[config.mk]
export PLATFORM = sky130hd
export DESIGN_NAME = cv32e40p_wb_stage
export DESIGN_NICKNAME = d
export VERILOG_FILES = /design/src/rtl/cv32e40p_pkg.sv /design/src/rtl/cv32e40p_wb_fifo.sv /design/src/rtl/cv32e40p_wb_stage.sv
export SDC_FILE = /design/constraint.sdc
export NUM_CORES = 1
export LEC_CHECK = 0
export BUFFER_PORTS_ARGS = -buffer_cell sky130_fd_sc_hd__buf_4
export CORE_AREA = 2 2 113 115
export DETAILED_ROUTE_END_ITERATION = 6
export DIE_AREA = 0 0 115 117
export PLACE_DENSITY = 0.84
export SYNTH_ARGS = -nofsm -noshare
export SYNTH_HDL_FRONTEND = slang
export SYNTH_SLANG_ARGS = --single-unit
[constraint.sdc]
create_clock -name clk -period 4.95 [get_ports clk]
set_input_delay 0.2475 -clock clk [delete_from_list [all_inputs] [get_ports clk]]
set_output_delay 0.2475 -clock clk [all_outputs]
set_load 0.02 [all_outputs]
[src/rtl/cv32e40p_pkg.sv]
// cv32e40p_pkg
//   Shared types and constants for the write-back stage slice.
//   wb_entry_t   : one APU result buffer entry (valid flag, destination, data)
//   WB_DEPTH_MAX : largest supported APU result buffer depth
//   WB_PTR_W     : pointer width that covers WB_DEPTH_MAX entries
//   WB_CNT_W     : occupancy counter width that covers 0..WB_DEPTH_MAX
//   wb_ptr_inc() : pointer increment that wraps modulo an arbitrary depth
package cv32e40p_pkg;

  localparam int WB_DEPTH_MAX = 4;
  localparam int WB_PTR_W     = $clog2(WB_DEPTH_MAX);
  localparam int WB_CNT_W     = $clog2(WB_DEPTH_MAX + 1);

  typedef struct packed {
    logic        valid;
    logic [5:0]  waddr;
    logic [31:0] wdata;
  } wb_entry_t;

  // Depth need not be a power of two, so wrap explicitly instead of relying on overflow.
  function automatic logic [WB_PTR_W-1:0] wb_ptr_inc(input logic [WB_PTR_W-1:0] ptr,
                                                     input int                  depth);
    return (ptr == WB_PTR_W'(depth - 1)) ? '0 : ptr + 1'b1;
  endfunction

endpackage

[src/rtl/cv32e40p_wb_fifo.sv]
// cv32e40p_wb_fifo
//   APU result buffer for the write-back stage. Holds up to DEPTH results that lost
//   register-file port arbitration, invalidates entries overwritten by newer LSU writes,
//   and flags RAW hazards of ID-stage sources against valid entries.
// Parameters
//   DEPTH   buffer entries, 2..WB_DEPTH_MAX
//   ADDR_W  register address width (entries store 6-bit addresses)
// Ports
//   clk, rst_n          clock, asynchronous active-low reset
//   push_i/_waddr/_wdata write a new valid entry at the tail
//   pop_i               retire the head entry (caller guarantees non-empty)
//   kill_i/kill_waddr_i invalidate every valid entry whose address matches
//   id_raddr_i/_valid_i ID-stage source addresses for hazard compare
//   head_o              current head entry
//   count_o             occupied slots, including invalidated ones
//   dep_o               some valid source matches a valid entry
module cv32e40p_wb_fifo
  import cv32e40p_pkg::*;
#(
  parameter int DEPTH  = 2,
  parameter int ADDR_W = 6
) (
  input  logic                     clk,
  input  logic                     rst_n,
  input  logic                     push_i,
  input  logic [ADDR_W-1:0]        push_waddr_i,
  input  logic [31:0]              push_wdata_i,
  input  logic                     pop_i,
  input  logic                     kill_i,
  input  logic [ADDR_W-1:0]        kill_waddr_i,
  input  logic [2:0][ADDR_W-1:0]   id_raddr_i,
  input  logic [2:0]               id_raddr_valid_i,
  output wb_entry_t                head_o,
  output logic [WB_CNT_W-1:0]      count_o,
  output logic                     dep_o
);

  wb_entry_t             entries_q [DEPTH];
  logic [WB_PTR_W-1:0]   head_q;
  logic [WB_PTR_W-1:0]   tail_q;
  logic [WB_CNT_W-1:0]   count_q;

  // Later assignments win: a push into the slot being popped (full buffer with pop)
  // overwrites the cleared head, and a pop clears the valid bit of an entry that was
  // already killed without any conflict.
  always_ff @(posedge clk or negedge rst_n) begin
    if (!rst_n) begin
      for (int i = 0; i < DEPTH; i++) begin
        entries_q[i] <= '0;
      end
      head_q  <= '0;
      tail_q  <= '0;
      count_q <= '0;
    end else begin
      for (int i = 0; i < DEPTH; i++) begin
        if (kill_i && entries_q[i].valid && (entries_q[i].waddr == 6'(kill_waddr_i))) begin
          entries_q[i].valid <= 1'b0;
        end
        if (pop_i && (WB_PTR_W'(i) == head_q)) begin
          entries_q[i].valid <= 1'b0;
        end
        if (push_i && (WB_PTR_W'(i) == tail_q)) begin
          entries_q[i] <= '{valid: 1'b1, waddr: 6'(push_waddr_i), wdata: push_wdata_i};
        end
      end

      if (pop_i) begin
        head_q <= wb_ptr_inc(head_q, DEPTH);
      end
      if (push_i) begin
        tail_q <= wb_ptr_inc(tail_q, DEPTH);
      end

      case ({push_i, pop_i})
        2'b10:   count_q <= count_q + 1'b1;
        2'b01:   count_q <= count_q - 1'b1;
        default: count_q <= count_q;
      endcase
    end
  end

  // Pointer-compare mux keeps every array access in range for non-power-of-two depths.
  always_comb begin
    head_o = '0;
    dep_o  = 1'b0;
    for (int i = 0; i < DEPTH; i++) begin
      if (WB_PTR_W'(i) == head_q) begin
        head_o = entries_q[i];
      end
      for (int s = 0; s < 3; s++) begin
        if (entries_q[i].valid && id_raddr_valid_i[s] &&
            (ADDR_W'(entries_q[i].waddr) == id_raddr_i[s])) begin
          dep_o = 1'b1;
        end
      end
    end
  end

  assign count_o = count_q;

endmodule

[src/rtl/cv32e40p_wb_stage.sv]
// cv32e40p_wb_stage
//   Write-back stage downstream of EX. Owns register-file write port A and merges the
//   LSU result stream with APU results. APU results that lose arbitration go into a small
//   buffer (cv32e40p_wb_fifo) rather than stalling EX.
//   Port priority: LSU write, then buffer head, then APU bypass.
// Configuration
//   CV32E40P_WB_PERF_EN defined   : perf_wb_stall_o counts cycles with a non-empty buffer
//   CV32E40P_WB_PERF_EN undefined : perf_wb_stall_o tied to zero, no counter built
// Parameters
//   DEPTH 2..4 buffer entries, ADDR_W register address width
// Ports
//   clk, rst_n                         clock, asynchronous active-low reset
//   lsu_we_i/_waddr_i/_wdata_i         LSU/EX-port write request
//   apu_valid_i/_waddr_i/_result_i     APU result pulse, cannot be refused
//   id_raddr_i/id_raddr_valid_i        ID-stage sources for hazard check
//   rf_we_o/rf_waddr_o/rf_wdata_o      registered register-file port A
//   wb_ready_o                         EX may issue a new instruction
//   wb_dep_o                           ID source hits a valid buffered result
//   wb_overflow_o                      sticky: APU result dropped on a full buffer
//   perf_wb_stall_o                    buffer-occupied cycle counter
module cv32e40p_wb_stage
  import cv32e40p_pkg::*;
#(
  parameter int DEPTH  = 2,
  parameter int ADDR_W = 6
) (
  input  logic                     clk,
  input  logic                     rst_n,
  input  logic                     lsu_we_i,
  input  logic [ADDR_W-1:0]        lsu_waddr_i,
  input  logic [31:0]              lsu_wdata_i,
  input  logic                     apu_valid_i,
  input  logic [ADDR_W-1:0]        apu_waddr_i,
  input  logic [31:0]              apu_result_i,
  input  logic [2:0][ADDR_W-1:0]   id_raddr_i,
  input  logic [2:0]               id_raddr_valid_i,
  output logic                     rf_we_o,
  output logic [ADDR_W-1:0]        rf_waddr_o,
  output logic [31:0]              rf_wdata_o,
  output logic                     wb_ready_o,
  output logic                     wb_dep_o,
  output logic                     wb_overflow_o,
  output logic [31:0]              perf_wb_stall_o
);

  wb_entry_t            head;
  logic [WB_CNT_W-1:0]  count;
  logic                 buf_nonempty;
  logic                 buf_full;
  logic                 head_live;
  logic                 pop;
  logic                 push;
  logic                 apu_bypass;
  logic                 apu_offer;
  logic                 drop;
  logic                 wr_we;
  logic [ADDR_W-1:0]    wr_waddr;
  logic [31:0]          wr_wdata;

  assign buf_nonempty = (count != '0);
  assign buf_full     = (count == WB_CNT_W'(DEPTH));
  assign head_live    = buf_nonempty && head.valid;

  // A killed head retires without needing the port, so it drains even under an LSU write.
  assign pop        = buf_nonempty && (!head.valid || !lsu_we_i);
  assign apu_bypass = apu_valid_i && !lsu_we_i && !head_live;
  assign apu_offer  = apu_valid_i && !apu_bypass;
  assign push       = apu_offer && (!buf_full || pop);
  assign drop       = apu_offer && buf_full && !pop;

  always_comb begin
    wr_we    = 1'b0;
    wr_waddr = lsu_waddr_i;
    wr_wdata = lsu_wdata_i;
    if (lsu_we_i) begin
      wr_we = 1'b1;
    end else if (head_live) begin
      wr_we    = 1'b1;
      wr_waddr = ADDR_W'(head.waddr);
      wr_wdata = head.wdata;
    end else if (apu_valid_i) begin
      wr_we    = 1'b1;
      wr_waddr = apu_waddr_i;
      wr_wdata = apu_result_i;
    end
  end

  cv32e40p_wb_fifo #(
    .DEPTH  (DEPTH),
    .ADDR_W (ADDR_W)
  ) u_fifo (
    .clk              (clk),
    .rst_n            (rst_n),
    .push_i           (push),
    .push_waddr_i     (apu_waddr_i),
    .push_wdata_i     (apu_result_i),
    .pop_i            (pop),
    .kill_i           (lsu_we_i),
    .kill_waddr_i     (lsu_waddr_i),
    .id_raddr_i       (id_raddr_i),
    .id_raddr_valid_i (id_raddr_valid_i),
    .head_o           (head),
    .count_o          (count),
    .dep_o            (wb_dep_o)
  );

  // Address/data hold their last written value on idle cycles.
  always_ff @(posedge clk or negedge rst_n) begin
    if (!rst_n) begin
      rf_we_o       <= 1'b0;
      rf_waddr_o    <= '0;
      rf_wdata_o    <= '0;
      wb_overflow_o <= 1'b0;
    end else begin
      rf_we_o <= wr_we;
      if (wr_we) begin
        rf_waddr_o <= wr_waddr;
        rf_wdata_o <= wr_wdata;
      end
      if (drop) begin
        wb_overflow_o <= 1'b1;
      end
    end
  end

  // One slot stays reserved for the APU op that may already be in flight.
  assign wb_ready_o = (count < WB_CNT_W'(DEPTH - 1));

`ifdef CV32E40P_WB_PERF_EN
  logic [31:0] perf_q;

  always_ff @(posedge clk or negedge rst_n) begin
    if (!rst_n) begin
      perf_q <= '0;
    end else if (buf_nonempty) begin
      perf_q <= perf_q + 32'd1;
    end
  end

  assign perf_wb_stall_o = perf_q;
`else
  assign perf_wb_stall_o = '0;
`endif

endmodule

==> results.toml, run 1 <==
[global_routing]
grt_antenna_before_repair = 0
grt_pass1_wl_mm = 26.2
grt_pass1_vias = 5315
grt-ovfl-total = 0
grt_use_total_pct = 25.0
grt_max_degree = 85

[synthesis]
synth_cell_types = 35
yosys_warnings = 0
syn_area_per_cell_um2 = 11.0
ys_seq_elements = 125
synth.cell_area_um2 = 6930
ys_seq_area_share_pct = 45.1
syn_inst = 630

[route]
routed_wl_mm = 16.1
drtPass1Iterations = 5
drt-initial-drc-count = 263
antenna_left = 0
routed_via_density = 5.59
drcViolationCount = 0
wl_per_cell_um = 17.8
num_vias = 5072

[cts]
post_cts_buffers = 0
post_cts_resized = 0
cts-root-buf = "clkbuf_16"
clock_sinks = 125
cts_buffers = 17
path_clk_slew_ps = 50
cts_tree = "yes"
htreeDepth = 4
clockBufferDepth = 2
clk_latency_ps = 410

[placed_design]
dp_hpwl_mm = 10.5
port-buffer-count = 142
place_ws_ps = 1870
gp_congestion = 0.986

[timing]
max_slew_margin_pct = 21.7
fin_ws_ps = 1820
fin_skew_ps = 5.17
hold_viol_final = 0
finalSetupViolCount = 0
period_share_pct = 63.2
finalCriticalPeriod_ps = 3130
slew_violations = 0
clock.fmax_mhz = 320
rsz0062_at_grt = "no"
hold_ws_ps = 41.8
setup_tns_ps = 0
tightestPinTransition_ps = 1170

[critical_path]
worstSetupEndpointType = "flop"
worstPathMaxFanout = 39
criticalPathCategory = "reg2reg"
reg2reg_slack_ps = 1820
cp-start-kind = "flop"
required_ps = 5240
arrival_ps = 3420

[floorplanning]
io_pins = 175
dieWidth_um = 115
die-area_um2 = 13500
start_util_pct = 56.3
fp-row-count = 41
die_h_um = 117
core_area_um2 = 12300

[power]
peakVddDrop_v = 0.000312
p_per_area_nw_per_um2 = 656
p_leak_uw = 0.00391

[job]
cap_viol_max_count = 0

[layout]
fin_nets = 850
diodes = 0
area_delta_synth_final_pct = 22.1
final_common_cell = "buf_4"
drive_gt1_share_pct = 39.6
layout_common_cells = "buf_4 (147), dfrtp_1 (124), mux2_2 (96)"

[worst_hold_path]
hp-class = "in2reg"

[status]
status = "complete, no violations"
## registers in the layout (all words and copies together), names as in the netlist
name / flops
rf_waddr_o: 6
u_fifo.head_q: 2
rf_we_o: 1
rf_wdata_o: 32
u_fifo.tail_q: 2
u_fifo.count_o: 3
wb_overflow_o: 1
u_fifo.entries_q: 78
## final timing paths
kind | start | end | cells past startpoint
setup / recovery | u_fifo.count_o[0] | u_fifo.entries_q[42] | 7
hold / removal | lsu_wdata_i[1] | rf_wdata_o[1] | 3
setup reg to reg | u_fifo.count_o[0] | u_fifo.entries_q[42] | 7
hold reg to reg | wb_overflow_o | wb_overflow_o | 1
max in group asynchronous | rst_n | rf_wdata_o[8] | 3
min in group asynchronous | rst_n | u_fifo.entries_q[26] | 2
## synthesized netlist by cell type (all sizes together)
cell | instances | share of area [%]
conb | 1 | 0.054
o21ai | 41 | 3.0
o31ai | 1 | 0.11
a21oi | 39 | 2.8
nor2 | 4 | 0.22
and2 | 1 | 0.13
nand3b | 1 | 0.11
inv | 4 | 0.22
dfrtp | 125 | 45
xor2 | 20 | 2.5
nor3b | 2 | 0.22
nand2 | 44 | 2.4
xnor2 | 33 | 4.2
nand4 | 7 | 0.72
mux2i | 39 | 5.6
o41ai | 1 | 0.13
a31oi | 1 | 0.090
a41oi | 2 | 0.25
nand2b | 1 | 0.090
ha | 5 | 0.90
nand3 | 10 | 0.79
o211ai | 1 | 0.31
nor3 | 43 | 3.1
buf | 49 | 4.9
clkbuf | 35 | 1.9
nor4 | 3 | 0.27
or2 | 1 | 0.090
a21boi | 1 | 0.11
mux2 | 115 | 20
## cells by family (layout without fill, tap and decap cells)
family,Yosys count,count (layout),synth area share [%]
and+or+nand+nor,117,117,8.12
xor gates and xnor gates,53,53,6.70
muxes,154,154,25.3
DFF,125,125,45.1
other,1,32,0.0541
adders and majority gates,5,5,0.903
buffers and inverters,88,184,6.99
AOI/OAI and AO/OA,87,87,6.77
## where the power goes
| part | internal [µW] | total, µW | switching, µW |
|---|---|---|---|
| Sequential | 1500 | 1910 | 404 |
| Combinational | 1230 | 2440 | 1210 |
| Clock | 760 | 1200 | 442 |
| Total | 3500 | 5550 | 2050 |
## metrics by stage
stage	area (µm²)	cells	utilization, %	total power (µW)
3_5_place_dp	7880	874	64.0	4320
4_1_cts	8460	907	68.7	5570
5_1_grt	8460	907	68.7	5890
2_1_floorplan	7050	661	-	3670
3_3_place_gp	7880	874	64.0	4180
6_report	8460	907	68.7	5550
## per-layer routing
layer  track usage, %  share of wire [%]  vias to the layer above
met5                0                  0                        -
met4             9.24                2.1                        0
li1                 -                  -                     2368
met2             42.0                 50                      190
met1             32.0                 42                     2479
met3             5.41                5.7                       35
## critical path: stages, from the launching register on
cell and delay (ps):
dfrtp_1 420, inv_1 110, ha_1 240, nand2b_1 210, nand2_1 140, o211ai_4 270
nand3_2 920, mux2_2 650
## repair_timing
item,in CTS,in global routing
hold endpoints to repair,55,0
setup endpoints to repair,0,0
hold buffers,1,0
## cell type report
class | instances | area [µm²]
clock buffers | 20 | 457
clock inverters | 12 | 120
well taps | 150 | 188
repair buffers | 148 | 1110
multi-input cells | 448 | 3440
inverters | 4 | 15.0
flip-flops and latches | 125 | 3130
fillers | 883 | 3850
Power figures use the tool's default switching activity.
==> run 2: changes to the inputs <==
--- a/config.mk
+++ b/config.mk
@@ -6,10 +6,10 @@
 export NUM_CORES = 1
 export LEC_CHECK = 0
 export BUFFER_PORTS_ARGS = -buffer_cell sky130_fd_sc_hd__buf_4
-export CORE_AREA = 2 2 113 115
+export CORE_AREA = 2 2 122 124
 export DETAILED_ROUTE_END_ITERATION = 6
-export DIE_AREA = 0 0 115 117
-export PLACE_DENSITY = 0.84
+export DIE_AREA = 0 0 124 126
+export PLACE_DENSITY = 0.76
 export SYNTH_ARGS = -nofsm -noshare
 export SYNTH_HDL_FRONTEND = slang
 export SYNTH_SLANG_ARGS = --single-unit
==> constraint.sdc (replaced) <==
create_clock -name clk -period 2.8 [get_ports clk]
set_input_delay 0.14 -clock clk [delete_from_list [all_inputs] [get_ports clk]]
set_output_delay 0.14 -clock clk [all_outputs]
set_load 0.02 [all_outputs]
==> run 2 against run 1 <==
  * Die area is 16% higher
  * Sequential cell count stayed put
  * Clock power rose by 98%
  * Register-to-register slack got worse by 1400 ps
  * Wire length increased by 8.8%
  * Clock skew increased by 2.4 ps
  * Critical endpoint is now u_fifo.entries_q[70]
==> results.toml, run 2 (synthesis results as in run 1) <==
[placed_design]
port-buffer-count = 142
gp_congestion = 0.928
place_ws_ps = 392
dp_hpwl_mm = 11.2

[critical_path]
arrival_ps = 2710
worstSetupEndpointType = "flop"
r2r-end = "u_fifo.entries_q[70]"
reg2reg_slack_ps = 380
ff2ff_path_depth = 8
worstPathMaxFanout = 19
required_ps = 3090
criticalPathCategory = "reg2reg"
r2r-start = "u_fifo.count_o[0]"
cp-start-kind = "flop"

[job]
cap_viol_max_count = 0

[cts]
path_clk_slew_ps = 50
cts_buffers = 17
clock_sinks = 125
post_cts_resized = 0
post_cts_buffers = 0
htreeDepth = 4
cts-root-buf = "clkbuf_16"
clockBufferDepth = 2
clk_latency_ps = 410
cts_tree = "yes"
cts_hold_buf = 75

[timing]
finalCriticalPeriod_ps = 2420
finalSetupViolCount = 0
rsz0062_at_grt = "no"
hold_viol_final = 0
clock.fmax_mhz = 414
slew_violations = 0
tightestPinTransition_ps = 976
fin_ws_ps = 384
period_share_pct = 86.3
fin_skew_ps = 7.60
max_slew_margin_pct = 35.0
setup_tns_ps = 0

[global_routing]
grt_antenna_before_repair = 0
grt_use_total_pct = 23.3
grt_max_degree = 81
grt-ovfl-total = 0
grt_pass1_vias = 5820
grt_pass1_wl_mm = 28.4

[layout]
regMostFlops = "u_fifo.entries_q"
layout_common_cells = "buf_4 (152), dfrtp_1 (124), mux2_2 (96)"
final_common_cell = "buf_4"
fin_nets = 931
area_delta_synth_final_pct = 35.7
diodes = 0
largest_register_ff_count = 78
top_regs = "u_fifo.entries_q (78), rf_wdata_o (32), rf_waddr_o (6)"
drive_gt1_share_pct = 36.3

[worst_hold_path]
min_to = "rf_waddr_o[1]"
min_delay_path_depth = 3
worstHoldStart = "lsu_waddr_i[1]"
hp-class = "in2reg"

[floorplanning]
die_h_um = 126
io_pins = 175
dieWidth_um = 124
die-area_um2 = 15600
start_util_pct = 48.4
core_area_um2 = 14300
fp-row-count = 44

[route]
routed_via_density = 5.29
routed_wl_mm = 17.5
drtPass1Iterations = 4
wl_per_cell_um = 17.2
num_vias = 5405
antenna_left = 0
drt-initial-drc-count = 261
drcViolationCount = 0

[power]
p_per_area_nw_per_um2 = 1080
peakVddDrop_v = 0.000494
p_leak_uw = 0.00430

[status]
status = "complete, no violations"
[run 2: cell types whose count changed in the layout (fill, tap and decap cells not counted), sizes merged]
cell	previous run	this run
buf	147	154
bufinv	2	4
clkbuf	20	27
clkinv	6	1
clkinvlp	4	0
dlygate4sd3	1	75
[run 2: metrics by stage]
stage / hold slack [ps] / power, µW / area [µm²] / instances / util [%]
2_1_floorplan: -156 / 6480 / 7050 / 661 / -
3_3_place_gp: 344 / 7480 / 8010 / 915 / 55.9
3_5_place_dp: 354 / 7690 / 8010 / 915 / 55.9
4_1_cts: 3.23 / 10200 / 9400 / 1022 / 65.7
5_1_grt: 7.03 / 10800 / 9400 / 1022 / 65.7
6_report: 13.9 / 10200 / 9400 / 1022 / 65.7
[run 2: layer usage]
layer	routed length [µm]	global-route usage (%)	share of wire (%)
met1	7340	28.0	42
met2	8970	40.5	51
met3	840	4.85	4.8
met4	388	9.19	2.2
met5	0	0	0
[run 2: final cells by class]
type                            count  area [µm²]
Sequential cell                   125        3130
Tap cell                          184         230
Fill cell                        1066        4910
Multi-Input combinational cell    448        3450
Inverter                            4        15.0
Timing Repair Buffer              229        1930
Clock inverter                      5         125
Clock buffer                       27         523
[run 2: worst max-delay path by stage]
stage / startpoint / endpoint
2_1_floorplan: u_fifo.head_q[0] / u_fifo.entries_q[24]
3_3_place_gp: u_fifo.count_o[0] / u_fifo.entries_q[70]
3_5_place_dp: u_fifo.count_o[0] / u_fifo.entries_q[47]
4_1_cts: u_fifo.count_o[0] / u_fifo.entries_q[47]
5_1_grt: u_fifo.count_o[0] / u_fifo.entries_q[70]
6_report: u_fifo.count_o[0] / u_fifo.entries_q[70]
[run 2: critical path: stages, from the launching register on]
cell and delay, ps:
dfrtp_1 400, inv_1 100, ha_1 220, nand2b_1 190, nand2_1 130, o211ai_4 260
nand3_2 370, buf_12 310, mux2_4 310
[run 2: where the power goes]
part | internal (µW) | switching [µW] | leakage [µW]
registers | 2660 | 697 | 0.00149
logic | 2280 | 2160 | 0.00250
clock network | 1630 | 750 | 0.000318
total | 6570 | 3600 | 0.00430
==> run 3: changes to the inputs <==
--- a/config.mk
+++ b/config.mk
@@ -7,9 +7,11 @@
 export LEC_CHECK = 0
 export BUFFER_PORTS_ARGS = -buffer_cell sky130_fd_sc_hd__buf_4
 export CORE_AREA = 2 2 122 124
+export CTS_BUF_LIST = sky130_fd_sc_hd__clkbuf_4 sky130_fd_sc_hd__clkbuf_8 sky130_fd_sc_hd__clkbuf_16
 export DETAILED_ROUTE_END_ITERATION = 6
 export DIE_AREA = 0 0 124 126
 export PLACE_DENSITY = 0.76
 export SYNTH_ARGS = -nofsm -noshare
 export SYNTH_HDL_FRONTEND = slang
+export SYNTH_HIERARCHICAL = 1
 export SYNTH_SLANG_ARGS = --single-unit
==> run 3 against run 2 <==
  * Cell count grew 3.1%
  * Worst setup slack lost 170 ps
  * Clock-buffer cell count is the same
  * Area after synthesis is essentially flat
  * Core utilization shrank 0.77 points
  * Clock skew grew 0.51 ps
  * Clock power shrank 16%
  * Sequential cell count is the same
  * Critical path type unchanged
  * Largest cell class unchanged
  * Highest routed layer unchanged
==> results.toml, run 3 <==
[synthesis]
synthTopCellsByCount = "dfrtp_1 (125), nor2_1 (81), mux2_2 (73)"
yosys-top-cells-area = "dfrtp_1 (45%), mux2_2 (12%), mux2i_1 (5.8%), nor2_1 (4.4%), o31ai_1 (4.2%)"
synthFlopType = "dfrtp_1"
synth_most_common_cell = "dfrtp_1"
ys_seq_area_share_pct = 45.1
synth_cell_types = 35
ys_seq_elements = 125
yosysTopAreaCell = "dfrtp_1"
syn_area_per_cell_um2 = 10.4
synth-edff-count = 0
syn_inst = 664
synth.cell_area_um2 = 6930
yosys_warnings = 6
postSynth.asyncResetShare_pct = 100
yosys.area.top_type_share_pct = 45.1

[layout]
layout_common_cells = "buf_4 (156), dfrtp_1 (123), nor2_1 (81)"
fillers = 1060
largest_register_ff_count = 78
multi_input_area_um2 = 3410
top_regs = "u_fifo/entries_q (78), rf_wdata_o (32), rf_waddr_o (6)"
diodes = 0
stdcell_count = 1054
stdcell_area_um2 = 9290
fin_nets = 964
regMostFlops = "u_fifo/entries_q"
final_common_cell = "buf_4"
area_delta_synth_final_pct = 34.0
seq_area_um2 = 3130
drive_gt1_share_pct = 30.3

[critical_path]
cp_slowest_cell = "dfrtp_1"
cp-start-kind = "flop"
cp.depth = 12
ff2ff_path_depth = 12
reg2reg_slack_ps = 210
endpoint = "u_fifo/count_o[2]"
arrival_ps = 2910
crit_family = "simple AND/OR/NAND/NOR gates"
cp_cell_sequence = "mux2i_1 -> nor2_1 -> nand3_1 -> o21ai_0 -> a21oi_1 -> inv_1 -> ha_1 -> inv_1 -> fa_1 -> xor2_1 -> nor2_1 -> xor2_1"
worstSetupEndpointType = "flop"
criticalPathCategory = "reg2reg"
required_ps = 3120
critical_path.startpoint = "u_fifo/entries_q[77]"
r2r-end = "u_fifo/count_o[2]"
cp_num_buf_inv = 2
worstPathMaxFanout = 5
critical_path.max_stage_delay_ps = 420
r2r-start = "u_fifo/entries_q[77]"

[job]
cap_viol_max_count = 0

[global_routing]
grt_pass1_wl_mm = 29.8
grt_antenna_before_repair = 0
grt_pass1_vias = 5901
grt_use_total_pct = 24.5
grt_max_degree = 79
grt-ovfl-total = 0

[timing]
clock.fmax_mhz = 387
finalSetupViolCount = 0
slew_violations = 0
fin_skew_ps = 8.10
fin_ws_ps = 214
rsz0062_at_grt = "no"
max_slew_margin_pct = 47.0
tightestPinTransition_ps = 795
setup_tns_ps = 0
finalCriticalPeriod_ps = 2590
hold_viol_final = 0
period_share_pct = 92.3

[cts]
clockBufferDepth = 2
clk_latency_ps = 410
htreeDepth = 4
cts_buffers = 17
cts_tree = "yes"
post_cts_resized = 0
path_clk_slew_ps = 50
cts-root-buf = "clkbuf_16"
clock_sinks = 125

[route]
drtPass1Iterations = 5
antenna_left = 0
drt-initial-drc-count = 246
drcViolationCount = 0
routed_via_density = 5.35
routed_wl_mm = 18.4
num_vias = 5637
wl_per_cell_um = 17.4

[floorplanning]
die_h_um = 126
start_util_pct = 48.4
dieWidth_um = 124
fp-row-count = 44
core_area_um2 = 14300
io_pins = 175
die-area_um2 = 15600

[placed_design]
gp_congestion = 0.828
dp.cells = 949
place_ws_ps = 217
dp_hpwl_mm = 11.7
placed_cell_area_um2 = 7980
port-buffer-count = 142

[power]
p_leak_uw = 0.00423
power.share.combinational_pct = 44.2
clockPowerShare_pct = 21.0
power.switching_uw = 3550
intPower_uw = 6040
switching_share_pct = 37.0
p_per_area_nw_per_um2 = 1030
total_power_uw = 9590
pwr-share-seq_pct = 34.8
peakVddDrop_v = 0.000637

[status]
status = "complete, no violations"

[worst_hold_path]
hp-class = "in2reg"
-- run 3: changes by cell type after synthesis, sizes merged, moves of 38 or more --
cell and change:
o31ai +38, a21oi -38, a211oi +38, nor2b +38, mux2 -39, nor3 -39
nor2 +77
-- run 3: tightest hold or removal path, delay by kind of cell --
| family | cells | cell delay (ps) |
|---|---|---|
| compound gates | 1 | 60 |
| simple gates | 1 | 100 |
| buf+inv | 1 | 220 |
-- run 3: area by class of cell --
cell class	count	share of cell area, %
clock buffers	27	5.79
clock inverters	1	0.0539
inverters	4	0.162
multi-input cells	479	36.7
flip-flops and latches	125	33.7
well taps	184	2.48
repair buffers	234	21.1
-- run 3: worst min path at each step --
| stage | from | to | depth (start not counted) |
|---|---|---|---|
| 2_1_floorplan | rst_n | rf_waddr_o[0] | 0 |
| 3_3_place_gp | rst_n | u_fifo/entries_q[23] | 1 |
| 3_5_place_dp | rst_n | u_fifo/entries_q[23] | 1 |
| 4_1_cts | lsu_we_i | rf_wdata_o[8] | 3 |
| 5_1_grt | lsu_we_i | rf_wdata_o[0] | 3 |
| 6_report | lsu_we_i | rf_wdata_o[0] | 3 |
-- run 3: logic make-up after synthesis --
group / Yosys count / synth area share, %
AND/OR/NAND/NOR: 190 / 12.6
flip-flops: 125 / 45.1
multiplexers: 116 / 18.1
buffers and inverters: 91 / 7.65
AO/OA/AOI/OAI: 86 / 9.20
XOR/XNOR: 53 / 6.80
adder cells (fa/ha/maj): 2 / 0.469
other: 1 / 0.0541
-- run 3: stage by stage --
step                      utilization [%]  hold slack (ps)
after global placement               55.8              238
after global routing                 64.9              151
after floorplan                         -             -156
after detailed placement             55.8              262
after CTS                            64.9              131
final                                64.9              148
-- run 3: timing repair --
action | in CTS | in global routing
setup buffers | 0 | 0
hold endpoints to repair | 170 | 0
hold buffers | 77 | 0
endpoints found under the setup margin | 0 | 0
-- run 3: metal layers --
| layer | routed length [µm] | track usage [%] | vias up |
|---|---|---|---|
| li1 | - | - | 2615 |
| met1 | 8140 | 32.8 | 2802 |
| met2 | 8900 | 40.2 | 202 |
| met3 | 1110 | 5.39 | 18 |
| met4 | 212 | 6.61 | 0 |
| met5 | 0 | 0 | - |
-- run 3: power by group through the flow --
stage	clock, µW	sequential (µW)	combinational [µW]
3_5_place_dp	0	3350	4140
6_report	2010	3330	4240
5_1_grt	2140	3430	4620
3_3_place_gp	0	3280	4000
4_1_cts	2040	3330	4260
2_1_floorplan	0	3250	3040
